===== src/rtl/audio_pkg.sv =====
// audio_pkg: shared FSM encoding and melody-entry constants for audio_sequencer
package audio_pkg;
  typedef enum logic [2:0] {IDLE, FETCH, DECODE, FWAIT, LOAD, HOLD, GAP} state_t;
  localparam int REST_NOTE = 0;
  localparam int END_DUR = 0;
  localparam int DEF_NOTE_W = 6;
  localparam int DEF_DUR_W = 4;
endpackage


===== src/rtl/tempo_tick.sv =====
// tempo_tick: TICK_DIV prescaler; ports clk, rst, clr (restart at 0), tick (pulse on count TICK_DIV-1)
module tempo_tick #(
  parameter int TICK_DIV = 1250000
) (
  input  logic clk,
  input  logic rst,
  input  logic clr,
  output logic tick
);
  localparam int CW = $clog2(TICK_DIV);
  logic [CW-1:0] cnt;
  assign tick = !clr && cnt == CW'(TICK_DIV - 1);
  always_ff @(posedge clk or posedge rst)
    if (rst) cnt <= '0;
    else cnt <= (clr || tick) ? '0 : cnt + 1'b1;
endmodule


===== src/rtl/audio_sequencer.sv =====
// audio_sequencer: walks a {note, dur} melody ROM, loads the audio counter per note and gates it with mute
// ports: play/stop/loop control in; mel_addr/mel_data melody ROM; freq_addr, counter_load, mute to the audio path; busy/done status
module audio_sequencer
  import audio_pkg::*;
#(
  parameter int TICK_DIV = 1250000,
  parameter int MEL_AW = 8,
  parameter int NOTE_W = DEF_NOTE_W,
  parameter int DUR_W = DEF_DUR_W,
  parameter int GAP_TICKS = 1
) (
  input  logic                    clk,
  input  logic                    rst,
  input  logic                    play,
  input  logic                    stop,
  input  logic                    loop,
  output logic [MEL_AW-1:0]       mel_addr,
  input  logic [NOTE_W+DUR_W-1:0] mel_data,
  output logic [NOTE_W-1:0]       freq_addr,
  output logic                    counter_load,
  output logic                    mute,
  output logic                    busy,
  output logic                    done
);
  state_t state;
  logic [DUR_W-1:0] dcnt;
  logic [NOTE_W-1:0] m_note;
  logic [DUR_W-1:0] m_dur;
  logic tick, clr;
  assign m_note = mel_data[NOTE_W+DUR_W-1:DUR_W];
  assign m_dur = mel_data[DUR_W-1:0];
  // the prescaler only runs while a note, rest or gap is being timed
  assign clr = stop || !(state == HOLD || state == GAP);
  tempo_tick #(.TICK_DIV(TICK_DIV)) u_tick (
    .clk(clk),
    .rst(rst),
    .clr(clr),
    .tick(tick)
  );
  always_ff @(posedge clk or posedge rst)
    if (rst) begin
      state <= IDLE;
      mel_addr <= '0;
      freq_addr <= '0;
      counter_load <= 1'b0;
      mute <= 1'b1;
      busy <= 1'b0;
      done <= 1'b0;
      dcnt <= '0;
    end else begin
      counter_load <= 1'b0;
      done <= 1'b0;
      if (stop && state != IDLE) begin
        state <= IDLE;
        mute <= 1'b1;
        busy <= 1'b0;
        dcnt <= '0;
      end else
        case (state)
          IDLE:
            if (play && !stop) begin
              mel_addr <= '0;
              busy <= 1'b1;
              state <= FETCH;
            end
          FETCH: state <= DECODE;
          DECODE:
            if (m_dur == DUR_W'(END_DUR)) begin
              if (loop) begin
                mel_addr <= '0;
                state <= FETCH;
              end else begin
                done <= 1'b1;
                busy <= 1'b0;
                state <= IDLE;
              end
            end else begin
              dcnt <= m_dur;
              if (m_note == NOTE_W'(REST_NOTE)) state <= HOLD;
              else begin
                freq_addr <= m_note;
                state <= FWAIT;
              end
            end
          FWAIT: begin
            counter_load <= 1'b1;
            state <= LOAD;
          end
          LOAD: begin
            mute <= 1'b0;
            state <= HOLD;
          end
          HOLD:
            if (tick) begin
              dcnt <= dcnt - 1'b1;
              if (dcnt == DUR_W'(1)) begin
                mute <= 1'b1;
                if (GAP_TICKS > 0) begin
                  dcnt <= DUR_W'(GAP_TICKS);
                  state <= GAP;
                end else begin
                  mel_addr <= mel_addr + 1'b1;
                  state <= FETCH;
                end
              end
            end
          GAP:
            if (tick) begin
              dcnt <= dcnt - 1'b1;
              if (dcnt == DUR_W'(1)) begin
                mel_addr <= mel_addr + 1'b1;
                state <= FETCH;
              end
            end
          default: state <= IDLE;
        endcase
    end
endmodule

===== config.mk =====
export PLATFORM = sky130hd
export DESIGN_NAME = audio_sequencer
export DESIGN_NICKNAME = d
export VERILOG_FILES = /design/src/rtl/audio_pkg.sv /design/src/rtl/tempo_tick.sv /design/src/rtl/audio_sequencer.sv
export SDC_FILE = /design/constraint.sdc
export NUM_CORES = 1
export LEC_CHECK = 0
export CAP_MARGIN = 10
export CORE_MARGIN = 2
export CORE_UTILIZATION = 25
export DETAILED_ROUTE_END_ITERATION = 8
export HOLD_SLACK_MARGIN = 0.05
export PLACE_DENSITY_LB_ADDON = 0.05
export SLEW_MARGIN = 20
export SYNTH_ARGS = -nofsm -noshare
export SYNTH_HDL_FRONTEND = slang
export SYNTH_SLANG_ARGS = --single-unit

===== constraint.sdc =====
create_clock -name clk -period 5.1 [get_ports clk]
set_clock_uncertainty 0.05 [all_clocks]
set_input_delay 0.51 -clock clk [delete_from_list [all_inputs] [get_ports clk]]
set_output_delay 0.51 -clock clk [all_outputs]
set_load 0.02 [all_outputs]

==> results.ini, run 1 <==
[yosys]
yosysWarnings = 0
syn_area_per_cell_um2 = 9.48
synth_fa_ha_area_frac = 0.0195
synth_xor_area_frac = 0.0716
synth_fp_nets = 290
synth-seq-area-share = 0.448
syn_area_um2 = 2570
syn_inst = 271
synth_top_family_by_area = simple AND/OR/NAND/NOR gates
synth-main-ff-cell = dfrtp_1
synth_simple_gate_area_frac = 0.252
synth_compound_area_frac = 0.135
ys_ff_latch = 46
ys_async_sr_fraction = 1.00
synth_mux_area_frac = 0.0346
yosysUniqueCellTypes = 55
synth_edf_count = 0

[sta]
rsz0062_at_grt = false
fmax_mhz = 364
hold_viol = 0
finalMaxSlewViolations = 0
whs_ps = 445
fin_crit_sh = 0.539
worstMarginPinSlew_ps = 858
fin_setup_tns_ps = 0
finalSetupViolations = 0
relSlewSlack = 0.423
period_minus_slack_ps = 2750

[route]
num_vias = 2079
dr.pass1.iters = 5
vias_per_cell = 4.78
postRouteAntennaNets = 0
first_iter_violations = 88
routed_wl_um = 6270
routedWlPerCell_um = 14.4
drc = 0

[final_layout]
utilization = 0.308
num_antenna_cells = 0
layout.nets = 317
fill_cells = 1067
area_growth_pct = 21.4
instances_no_fill = 435
drive_gt1_frac = 0.0870
fin_area_um2 = 3120

[clocking]
path_clk_slew_ps = 110
cts-htree-levels = 2
cts_buffers = 5
clock_path_buffers = 2
post_cts_resized = 0
cts_tree = built
cts_setup_buffers = 0
clockRootBuffer = clkbuf_8
hold_buffers = 0
insertion_delay_ps = 310
clock_sinks = 46

[setup_path]
path_class = input port to register
worstPathRequired_ps = 5280
worstSetupEndpointType = register
crit_path_start_kind = input port
ff2ff_setup_slack_ps = 2420
crit_fanout = 8
critPathArrivalTime_ps = 2930

[place]
gp_congestion = 0.724
hpwl_um = 4380
placedInstanceArea_um2 = 3010
port_buffers = 32
dp.cells = 427

[grt]
grt_pass1_wl_um = 10800
track_usage = 0.122
grt_pass1_vias = 2163
grt_max_degree = 47
grt-ovfl-total = 0
antenna_found_initial = 0

[floorplan]
fp.dieH_um = 105
initial_utilization = 0.253
dieArea_um2 = 11100
die_x_um = 105
core_region_area_um2 = 10100
boundaryPins = 33
placementRows = 37

[pwr]
p_per_area_nw_per_um2 = 376
leakagePower_nw = 1.23
irDropWorstVdd_mv = 0.137

[flow_run]
maxCapViolCount = 0

[worst_hold_path]
hold_path_class = register to register

[run_status]
status = finished clean

## registers in the layout (all words and copies together), names as in the netlist
signal and count:
u_tick.cnt 21, mel_addr 8, freq_addr 6, dcnt 4, state 3, busy 1, counter_load 1, done 1
mute 1
## final timing paths
path	startpoint	endpoint	depth (start not counted)
setup / recovery	mel_data[1]	mel_addr[1]	6
hold / removal	u_tick.cnt[0]	u_tick.cnt[0]	1
setup reg to reg	u_tick.cnt[11]	state[2]	5
hold reg to reg	u_tick.cnt[0]	u_tick.cnt[0]	1
max in group asynchronous	rst	u_tick.cnt[19]	2
min in group asynchronous	rst	u_tick.cnt[1]	2
## cell families after synthesis
logic type / count (synthesis)
simple gates: 123
flops: 46
compound gates: 45
buf+inv: 24
xor+xnor: 21
mux: 8
fa+ha+maj: 4
## metrics by stage
stage / total power, W / setup WS [ps]
after global placement: 0.000901 / 2120
after global routing: 0.00125 / 2140
final: 0.00117 / 2350
after detailed placement: 0.000888 / 2060
after floorplan: 0.000747 / 2920
after CTS: 0.00118 / 2350
## synth_stat cells (5+ instances only)
cell	count	area, um^2
dfrtp_1	45	1130
nor2_1	39	146
nand2_1	20	75.1
xor2_1	17	149
nand3_1	15	75.1
inv_1	12	45.0
clkbuf_1	9	33.8
mux2_2	7	78.8
nor3_1	7	35.0
o21ai_0	7	35.0
a21oi_1	6	30.0
nor2b_1	6	37.5
nand4_1	5	31.3
nor4_1	5	31.3
## power by group
group / leakage, nW / total, W / internal, W / switching (W)
logic: 0.561 / 0.000389 / 0.000184 / 0.000205
registers: 0.623 / 0.000491 / 0.000417 / 0.0000739
clock network: 0.0504 / 0.000294 / 0.000146 / 0.000148
total: 1.23 / 0.00117 / 0.000747 / 0.000427
## area by class of cell
cell class | count | area [um^2] | share of cell area
clock inverter | 3 | 45.0 | 0.0144
clock buffer | 5 | 68.8 | 0.0221
tap | 136 | 170 | 0.0545
timing repair buffer | 32 | 320 | 0.103
sequential | 46 | 1150 | 0.369
multi-input combinational | 201 | 1320 | 0.422
inverter | 12 | 46.3 | 0.0148
## worst max-delay path, cell delays in order
cell             delay [ps]
clkdlybuf4s50_1         440
nor4_1                  610
a32oi_1                 220
a2111o_1                580
or3_1                   440
o22ai_1                 130
## metal layers
layer | vias up | global-route usage | share of wire
li1 | 1023 | - | -
met1 | 1023 | 0.165 | 0.49
met2 | 26 | 0.195 | 0.47
met3 | 7 | 0.0303 | 0.020
met4 | 0 | 0.0324 | 0.012
met5 | - | 0 | 0
## cells in the final DEF, fill, tap and decap left out, types with 6 or more instances in the layout
cell,instances
a21oi_1,6
dfrtp_1,45
nor2_1,39
nand3_1,15
clkdlybuf4s50_1,32
nand2_1,20
xor2_1,17
mux2_2,7
inv_1,11
o21ai_0,7
nor3_1,7
nor2b_1,6
(Power assumes the default switching activity.)
==> run 2: changes to the inputs <==
Clock period 5.1 ns to 2.3 ns, I/O delays scaled along.
==> results.ini, run 2 (synthesis results as in run 1) <==
[run_status]
status = finished clean

[floorplan]
boundaryPins = 33  ; unchanged
initial_utilization = 0.253  ; unchanged
fp.dieH_um = 105  ; unchanged
placementRows = 37  ; unchanged
dieArea_um2 = 11100  ; unchanged
die_x_um = 105  ; unchanged
core_region_area_um2 = 10100  ; unchanged

[final_layout]
reg_top3 = u_tick.cnt x21, mel_addr x8, freq_addr x6
final_cell_mix = 45 x dfrtp_1, 39 x nor2_1, 32 x clkdlybuf4s50_1, 32 x buf_4, 20 x nand2_1
final_common_cell = dfrtp_1
drive_gt1_frac = 0.175  ; +0.0877
area_growth_pct = 30.4
fin_area_um2 = 3350  ; +7.4%
fill_cells = 1067  ; unchanged
num_antenna_cells = 0  ; unchanged
top_register = u_tick.cnt
largest_reg_flops = 21  ; unchanged
layout.nets = 350  ; +10%
utilization = 0.331  ; +0.0228

[route]
drc = 0  ; unchanged
first_iter_violations = 91  ; +3.4%
dr.pass1.iters = 4  ; -1
num_vias = 2134  ; +2.6%
vias_per_cell = 4.56  ; -4.6%
routedWlPerCell_um = 14.3  ; -1.0%
routed_wl_um = 6680  ; +6.5%
postRouteAntennaNets = 0  ; unchanged

[setup_path]
cpPeakStageDelay_ps = 620  ; about the same
crit_family = simple AND/OR/NAND/NOR gates
crit_fanout = 4  ; -4
path_cells = or4_1 -> nor3_4 -> nand3_2 -> or4_1 -> nand3_1
worst-path-buf-inv = 0  ; -1
path_common_cell = or4_1
critPathArrivalTime_ps = 2340  ; -590 ps
worstSetupEndpointType = register
crit_path_start_kind = register
path_class = register to register
worstPathRequired_ps = 2490  ; -2790 ps
slowest_stage = or4_1

[place]
gp_congestion = 0.730  ; +0.75%
placedInstanceArea_um2 = 3270  ; +8.7%
hpwl_um = 5010  ; +14%
port_buffers = 32  ; unchanged
place_ws_ps = -157  ; -2220 ps

[grt]
grt_max_degree = 28  ; -40%
grt-ovfl-total = 0  ; unchanged
grt_pass1_wl_um = 11400  ; +5.3%
grt_pass1_vias = 2208  ; +2.1%
track_usage = 0.128  ; +0.00534
antenna_found_initial = 0  ; unchanged

[clocking]
clock_sinks = 46  ; unchanged
clockRootBuffer = clkbuf_8
clock_path_buffers = 2  ; unchanged
cts_buffers = 5  ; unchanged
insertion_delay_ps = 300  ; about the same
cts-htree-levels = 2  ; unchanged
cts_tree = built
post_cts_resized = 0  ; unchanged
hold_buffers = 0  ; unchanged
cts_setup_buffers = 0  ; unchanged
path_clk_slew_ps = 90  ; -20 ps

[sta]
fin_crit_sh = 0.938
worst_slack_ps = 142  ; -2210 ps
relSlewSlack = 0.627  ; +0.204
period_minus_slack_ps = 2160
finalSetupViolations = 0  ; unchanged
worstMarginPinSlew_ps = 559  ; -299 ps
hold_viol = 0  ; unchanged
rsz0062_at_grt = false
fmax_mhz = 463
finalMaxSlewViolations = 0  ; unchanged

[worst_hold_path]
hold_path_class = input port to asynchronous set/reset pin

[pwr]
p_per_area_nw_per_um2 = 764  ; +100%
leakagePower_nw = 1.40  ; +13%
irDropWorstVdd_mv = 0.249  ; +82%

[flow_run]
maxCapViolCount = 0  ; unchanged

[run 2: cell count changes in the layout (fill, tap and decap cells not counted), sizes merged]
cell,delta
clkbuf,+1
bufinv,-1
clkinvlp,-2
inv,+1
clkinv,+1
buf,+33
[run 2: final cells by class]
cell class,instances,area [um^2],share of cell area
Tap cell,136,170,0.0508
Inverter,12,45.0,0.0134
Sequential cell,46,1150,0.344
Clock buffer,6,72.6,0.0216
Timing Repair Buffer,65,581,0.173
Multi-Input combinational cell,201,1320,0.393
Clock inverter,2,13.8,0.00411
[run 2: worst register-to-register path, stage by stage, from the launching register on]
cell     delay (ps)
dfrtp_1         400
or4_1           620
nor3_4          290
nand3_2         140
or4_1           510
nand3_1          90
[run 2: path summary, 6_finish.rpt]
kind,endpoint,slack [ps],depth (start not counted),start
worst max-delay path,mel_addr[7],140,5,u_tick.cnt[14]
worst min-delay path,u_tick.cnt[1],210,2,rst
worst max register to register,mel_addr[7],140,5,u_tick.cnt[14]
worst min register to register,u_tick.cnt[0],450,1,u_tick.cnt[0]
max in group asynchronous,mute,1410,3,rst
min in group clk,u_tick.cnt[0],450,1,u_tick.cnt[0]
[run 2: where the power goes]
group / internal, W / leakage [nW] / switching, W / total (W)
clock network: 0.000216 / 0.0452 / 0.000299 / 0.000515
registers: 0.000926 / 0.623 / 0.0000766 / 0.00100
logic: 0.000488 / 0.731 / 0.000558 / 0.00105
[run 2: metrics by stage]
| stage | power (W) | hold slack (ps) | std cells | TNS (ps) |
|---|---|---|---|---|
| finish | 0.00256 | 207 | 468 | 0 |
| global route | 0.00276 | 236 | 468 | 0 |
| CTS | 0.00261 | 215 | 468 | 0 |
| detailed placement | 0.00208 | 439 | 460 | -738 |
| global placement | 0.00209 | 437 | 460 | -681 |
| floorplan | 0.00166 | 252 | 271 | 0 |
[run 2: routing by layer]
metal | vias up | routed length [um] | track usage
met2 | 19 | 3120 | 0.204
met3 | 2 | 158 | 0.0241
met1 | 1032 | 3360 | 0.177
met4 | 0 | 42 | 0.0343
li1 | 1081 | - | -
met5 | - | 0 | 0
